===== src/rtl/fetch_stage_pkg.sv =====
// Shared pipeline definitions: NOP encoding, fetch FSM state codes and the
// default reset PC used by the fetch stage and the pipeline stage registers.
package fetch_stage_pkg;

   // addi x0, x0, 0 -- the canonical RISC-V NOP, used for every bubble
   localparam logic [31:0] NOP_INSTR = 32'h0000_0013;

   localparam logic [63:0] DEFAULT_RESET_PC = 64'h0;

   // Fetch FSM state codes
   typedef logic [1:0] fetch_state_t;
   localparam fetch_state_t ST_IDLE  = 2'd0;  // nothing outstanding
   localparam fetch_state_t ST_WAIT  = 2'd1;  // request outstanding
   localparam fetch_state_t ST_FULL  = 2'd2;  // word parked in the 1-entry buffer
   localparam fetch_state_t ST_DRAIN = 2'd3;  // request outstanding, already squashed

endpackage


===== src/rtl/fetch_stage_if_id_register.sv =====
// Generic pc/instr/valid pipeline register with load, flush-to-bubble and
// synchronous reset; reusable for later stage registers.
module if_id_register
   import fetch_stage_pkg::*;
#(
   parameter int XLEN = 64
) (
   input  logic            clock,
   input  logic            reset,
   input  logic            load,
   input  logic            flush,
   input  logic            load_valid,
   input  logic [XLEN-1:0] load_pc,
   input  logic [31:0]     load_instr,
   output logic [XLEN-1:0] pc,
   output logic [31:0]     instr,
   output logic            valid
);

   // Flush beats load; a load without a real word inserts a bubble
   always_ff @(posedge clock) begin
      if (reset) begin
         pc    <= '0;
         instr <= NOP_INSTR;
         valid <= 1'b0;
      end else if (flush) begin
         pc    <= load_pc;
         instr <= NOP_INSTR;
         valid <= 1'b0;
      end else if (load) begin
         pc    <= load_pc;
         instr <= load_valid ? load_instr : NOP_INSTR;
         valid <= load_valid;
      end
   end

endmodule


===== src/rtl/fetch_stage.sv =====
// Instruction-fetch stage: PC register, single-outstanding imem handshake,
// 1-entry decode-stall buffer, redirect/squash handling and the IF/ID register.
module fetch_stage
   import fetch_stage_pkg::*;
#(
   parameter int              XLEN     = 64,
   parameter logic [XLEN-1:0] RESET_PC = XLEN'(DEFAULT_RESET_PC)
) (
   input  logic            clock,
   input  logic            reset,
   input  logic            pc_load,
   input  logic            if_id_load,
   input  logic            branch_taken,
   input  logic [XLEN-1:0] branch_target,
   output logic            imem_req,
   output logic [XLEN-1:0] imem_addr,
   input  logic            imem_valid,
   input  logic [31:0]     imem_rdata,
   output logic [XLEN-1:0] if_id_pc,
   output logic [31:0]     if_id_instr,
   output logic            if_id_valid
);

   localparam logic [XLEN-1:0] PC_STEP = XLEN'(4);

   fetch_state_t    state, state_nxt;
   logic [XLEN-1:0] pc, pc_nxt, addr_nxt, pc_plus4;
   logic [31:0]     buf_instr, buf_nxt, word;
   logic            deliver, flush;

   assign pc_plus4 = pc + PC_STEP;  // wraps modulo 2^XLEN
   assign imem_req = (state == ST_WAIT) || (state == ST_DRAIN);

   // Next-state, next-PC, fetch address and IF/ID load decisions
   always_comb begin
      // NOTE: every output of this block gets a default first, so no path
      // leaves a variable unassigned and no latch is inferred.
      state_nxt = state;
      pc_nxt    = pc;
      addr_nxt  = imem_addr;
      buf_nxt   = buf_instr;
      word      = buf_instr;
      deliver   = 1'b0;
      flush     = 1'b0;
      if (branch_taken) begin
         // Redirect wins: flush IF/ID, drop the buffer, squash any request
         pc_nxt = branch_target;
         flush  = 1'b1;
         if ((state == ST_WAIT || state == ST_DRAIN) && !imem_valid)
            state_nxt = ST_DRAIN;
         else
            state_nxt = ST_IDLE;
      end else begin
         case (state)
            ST_IDLE: begin
               if (pc_load) begin
                  state_nxt = ST_WAIT;
                  addr_nxt  = pc;
               end
            end
            ST_WAIT: begin
               if (imem_valid && if_id_load) begin
                  deliver   = 1'b1;
                  word      = imem_rdata;
                  pc_nxt    = pc_plus4;
                  state_nxt = pc_load ? ST_WAIT : ST_IDLE;
                  if (pc_load) addr_nxt = pc_plus4;
               end else if (imem_valid) begin
                  buf_nxt   = imem_rdata;
                  state_nxt = ST_FULL;
               end
            end
            ST_FULL: begin
               if (if_id_load) begin
                  deliver   = 1'b1;
                  pc_nxt    = pc_plus4;
                  state_nxt = pc_load ? ST_WAIT : ST_IDLE;
                  if (pc_load) addr_nxt = pc_plus4;
               end
            end
            ST_DRAIN: begin
               if (imem_valid) state_nxt = ST_IDLE;
            end
            default: state_nxt = ST_IDLE;
         endcase
      end
   end

   // State, PC and fetch-address registers
   always_ff @(posedge clock) begin
      // NOTE: sequential state is updated with non-blocking assignments so
      // every register samples the pre-edge values of its neighbours.
      if (reset) begin
         state     <= ST_IDLE;
         pc        <= RESET_PC;
         imem_addr <= RESET_PC;
      end else begin
         state     <= state_nxt;
         pc        <= pc_nxt;
         imem_addr <= addr_nxt;
      end
   end

   // Buffer data register; whether it holds a word is tracked by ST_FULL
   always_ff @(posedge clock) begin
      // NOTE: the buffer payload is deliberately not reset: its validity lives
      // in the state register, so resetting the data would buy nothing.
      buf_instr <= buf_nxt;
   end

   if_id_register #(.XLEN(XLEN)) u_if_id (
      .clock      (clock),
      .reset      (reset),
      .load       (if_id_load),
      .flush      (flush),
      .load_valid (deliver),
      .load_pc    (pc),
      .load_instr (word),
      .pc         (if_id_pc),
      .instr      (if_id_instr),
      .valid      (if_id_valid)
   );

endmodule


===== config.mk =====
export PLATFORM = sky130hd
export DESIGN_NAME = fetch_stage
export DESIGN_NICKNAME = d
export VERILOG_FILES = /design/src/rtl/fetch_stage_pkg.sv /design/src/rtl/fetch_stage_if_id_register.sv /design/src/rtl/fetch_stage.sv
export SDC_FILE = /design/constraint.sdc
export NUM_CORES = 1
export LEC_CHECK = 0
export CAP_MARGIN = 10
export CELL_PAD_IN_SITES_DETAIL_PLACEMENT = 1
export CELL_PAD_IN_SITES_GLOBAL_PLACEMENT = 1
export CORE_UTILIZATION = 25
export CTS_CLUSTER_SIZE = 30
export DETAILED_ROUTE_END_ITERATION = 8
export GPL_ROUTABILITY_DRIVEN = 0
export GPL_TIMING_DRIVEN = 0
export PLACE_DENSITY_LB_ADDON = 0.1
export SYNTH_ARGS = -nofsm -noshare
export SYNTH_HDL_FRONTEND = slang
export SYNTH_SLANG_ARGS = --single-unit

===== constraint.sdc =====
create_clock -name clock -period 6.25 [get_ports clock]
set_input_delay 0.9375 -clock clock [delete_from_list [all_inputs] [get_ports clock]]
set_output_delay 0.9375 -clock clock [all_outputs]
set_load 0.02 [all_outputs]

==> run summary <==
Status - finished with violations
Failing checks - DRC
Pre-CTS setup slack - 2.245 ns
Buffers on Ports - 259
Fin util - 0.3511
Unrepaired setup endpoints after global routing - no
Row count - 79
Ys Warns - 0
Syn Inst Count - 1,375
Final period util - 0.6040
Sequential power share - 0.410
CTS root buf - clkbuf_16
Sequential area share after synthesis - 0.4600
Setup ws final - 2.475 ns
CP Cell Sequence - ha_1, and3_1, clkbuf_1, nand4_1, nand4b_1, clkbuf_1, xor2_1, a211oi_1
Area occupied by multi-input gates - 5853 um^2
CTS tree - built
Register area - 5505 um^2
Die area - 48,750 um^2
Worst R2R Start - pc[3]
Clock Skews - 0.02189 ns
Relative max-transition margin - 0.2249
CTS Buffer Depth - 3
Synth cell types - 56
Critical path peak fanout - 10
Hold Crit Class - flip-flop to flip-flop
Wirelength per Cell - 22.89 um
Final wirelength - 52.75 mm
FF-to-FF path depth - 8
Sink Count - 259
Chip width - 220.8 um
Ports - 264
Total track usage - 0.2155
DRT Pass-1 Iters - 7
WP data arrival - 4.21 ns
DP HPWL - 39.87 mm
Clock power frac - 0.438
Pwr dens - 276.4 nW/um^2
Seq cells post-synth - 259
Async SR Flop Fraction - 0
Hold violation count in the final report - 0
First-pass GRT wire length - 77.91 mm
Share of cells above drive strength 1 - 0.05480
Vert. Die Dim - 220.8 um
CP most frequent cell - clkbuf_1
Initial detailed-routing violation count - 572
N_diodes - 0
Crit path time final - 3.775 ns
Post-CTS Resized - 0
Overall power - 4.547 mW
Hold Path End - u_if_id.pc[18]
Area grow syn2layout - 37.44%
Total CTS buffers - 35
Worst-Skew Late Latency - 0.55 ns
CP max stage delay - 0.73 ns
Largest net degree at the start of global routing - 33
Setup Buffers After CTS - 0
Remaining antenna violation count after routing - 0
Worst VDD drop - 0.1391 mV
Internal - 3.253 mW
Most common cell in the synthesized netlist - dfxtp_1
Reg2Reg Setup Slack - 2.48 ns
Clk slew on worst S/H paths - 0.06 ns
Worst Path Required - 6.69 ns
Vias in the first global route - 12,007
Crit. End Element - flip-flop
Ranking of synthesized cells by area - dfxtp_1 (38%), edfxtp_1 (8.0%), nand2_1 (6.1%)
CP Class - flip-flop to flip-flop
Crit-path slowest cell - nand4b_1
Total grt overflow - 0
Core ar. - 46,850 um^2
Synthesized Nets - 1,484
Startpoint Class - flip-flop
Hold-fix buffers, CTS - 0
P_leak - 5.459 nW
Max-cap violations - 0
Net Sw Frac - 0.2846
Synthesized cell area - 11,970 um^2
Max Slew Vio Count - 0
Switching Power - 1.294 mW
Via count - 11,722
Final #Nets - 1,780
Post-synth top cells - dfxtp_1 (227), nand2_1 (193), nor2_1 (139), clkbuf_1 (95), a21oi_1 (80)
Hold Path Depth - 2
Fmax - 0.2649 GHz
Filler cells - 5,501
Synth area leader - dfxtp_1
H-tree depth - 2
FF-to-FF End - pc[26]
Synth top area share - 0.3797
Prevailing post-synth register cell - dfxtp_1
Worst-Margin Slew - 1.163 ns
Number of flops mapped to enable cells by yosys - 32
DRC - 13
Starting utilization of the core area - 0.2554
# setup viols final - 0
Initial antenna violation count - 1
Drt via density - 5.088
Comb power frac - 0.152
Min-Delay Startpoint - u_if_id.pc[18]
Mean cell area of the mapped netlist - 8.704 um^2
Setup_tns - 0 ns
==> layout make-up <==
class	count	share of cell area
Clock buffer	52	0.06260
Timing Repair Buffer	259	0.1576
Multi-Input combinational cell	978	0.3558
Sequential cell	259	0.3347
Inverter	13	0.002967
Tap cell	607	0.04617
Buffer	125	0.03415
Clock inverter	11	0.005933
==> per-stage QoR <==
stage	std cells	hold slack [ns]	instance area, um^2
detailed placement	2241	0.4445	15320
floorplan	1375	0.4445	11970
global route	2304	0.4576	16450
finish	2304	0.4511	16450
global placement	2241	0.4406	15320
CTS	2304	0.4520	16450
==> worst max-delay path by stage <==
| stage | endpoint | slack [ns] | start |
|---|---|---|---|
| floorplan | buf_instr[0] | 3.21 | branch_taken |
| detailed placement | imem_addr[62] | 2.25 | if_id_load |
| finish | pc[26] | 2.48 | pc[3] |
| global route | pc[26] | 2.34 | pc[3] |
| CTS | pc[26] | 2.54 | pc[3] |
| global placement | buf_instr[26] | 1.73 | branch_taken |
==> sequential cells by signal (all words and copies together) (netlist names) <==
signal	flops
u_if_id.pc	64
u_if_id.instr	32
buf_instr	32
u_if_id.valid	1
state	2
imem_addr	64
pc	64
==> power by group through the flow <==
stage	Combinational (mW)	Sequential [mW]	Clock (mW)
after floorplan	0.273	1.95	0
after global placement	0.690	1.90	0
after detailed placement	0.695	1.90	0
after CTS	0.699	1.87	2.04
after global routing	0.745	1.88	2.11
final	0.691	1.87	1.99
==> cell usage in the layout, fill, tap and decap left out, types with 3 or more instances in the layout <==
master | netlist | routed
nand3_1 | 26 | 26
a311oi_1 | 51 | 51
clkbuf_8 | 0 | 9
clkbuf_16 | 0 | 35
ha_1 | 7 | 7
nor4_1 | 20 | 20
o31ai_1 | 9 | 9
xor2_1 | 24 | 24
clkbuf_1 | 95 | 103
inv_6 | 0 | 4
a21oi_1 | 80 | 80
buf_2 | 15 | 15
or4_1 | 14 | 14
buf_1 | 4 | 4
nand4b_1 | 4 | 4
and4_1 | 17 | 16
dfxtp_1 | 227 | 227
clkinv_1 | 2 | 3
mux2i_1 | 32 | 32
o22ai_1 | 3 | 3
xnor2_1 | 37 | 37
and2_1 | 34 | 34
nor2_1 | 139 | 139
a221oi_1 | 4 | 4
edfxtp_1 | 32 | 32
buf_6 | 8 | 8
inv_1 | 11 | 11
clkdlybuf4s50_1 | 0 | 259
or3_1 | 48 | 48
mux2_2 | 4 | 4
nor3_1 | 22 | 22
nand4_1 | 40 | 40
clkinv_2 | 0 | 4
nand2_1 | 193 | 193
and3_1 | 8 | 8
o2bb2ai_1 | 29 | 29
a211oi_1 | 63 | 63
o21ai_0 | 45 | 45
==> metal layers <==
layer	vias to the layer above	GRT usage	share of wire
met2	263	0.3631	0.48
met4	0	0.04954	0.018
met5	-	0	0
met1	5813	0.2884	0.46
li1	5584	-	-
met3	62	0.03216	0.045
==> worst max-delay path: cells and delay by family (launching register included) <==
family          cells  cell delay, ns
compound gates      1            0.28
xor+xnor            1            0.25
fa+ha+maj           1            0.33
buf+inv             2            0.85
flops               1            0.51
simple gates        3            1.44
==> cell families after synthesis <==
| logic type | synth area share |
|---|---|
| xor+xnor | 0.04464 |
| buf+inv | 0.05102 |
| fa+ha+maj | 0.007318 |
| flops | 0.4600 |
| compound gates | 0.1672 |
| simple gates | 0.2393 |
| mux | 0.03053 |
Note: power is estimated with default switching activity, not from simulation.
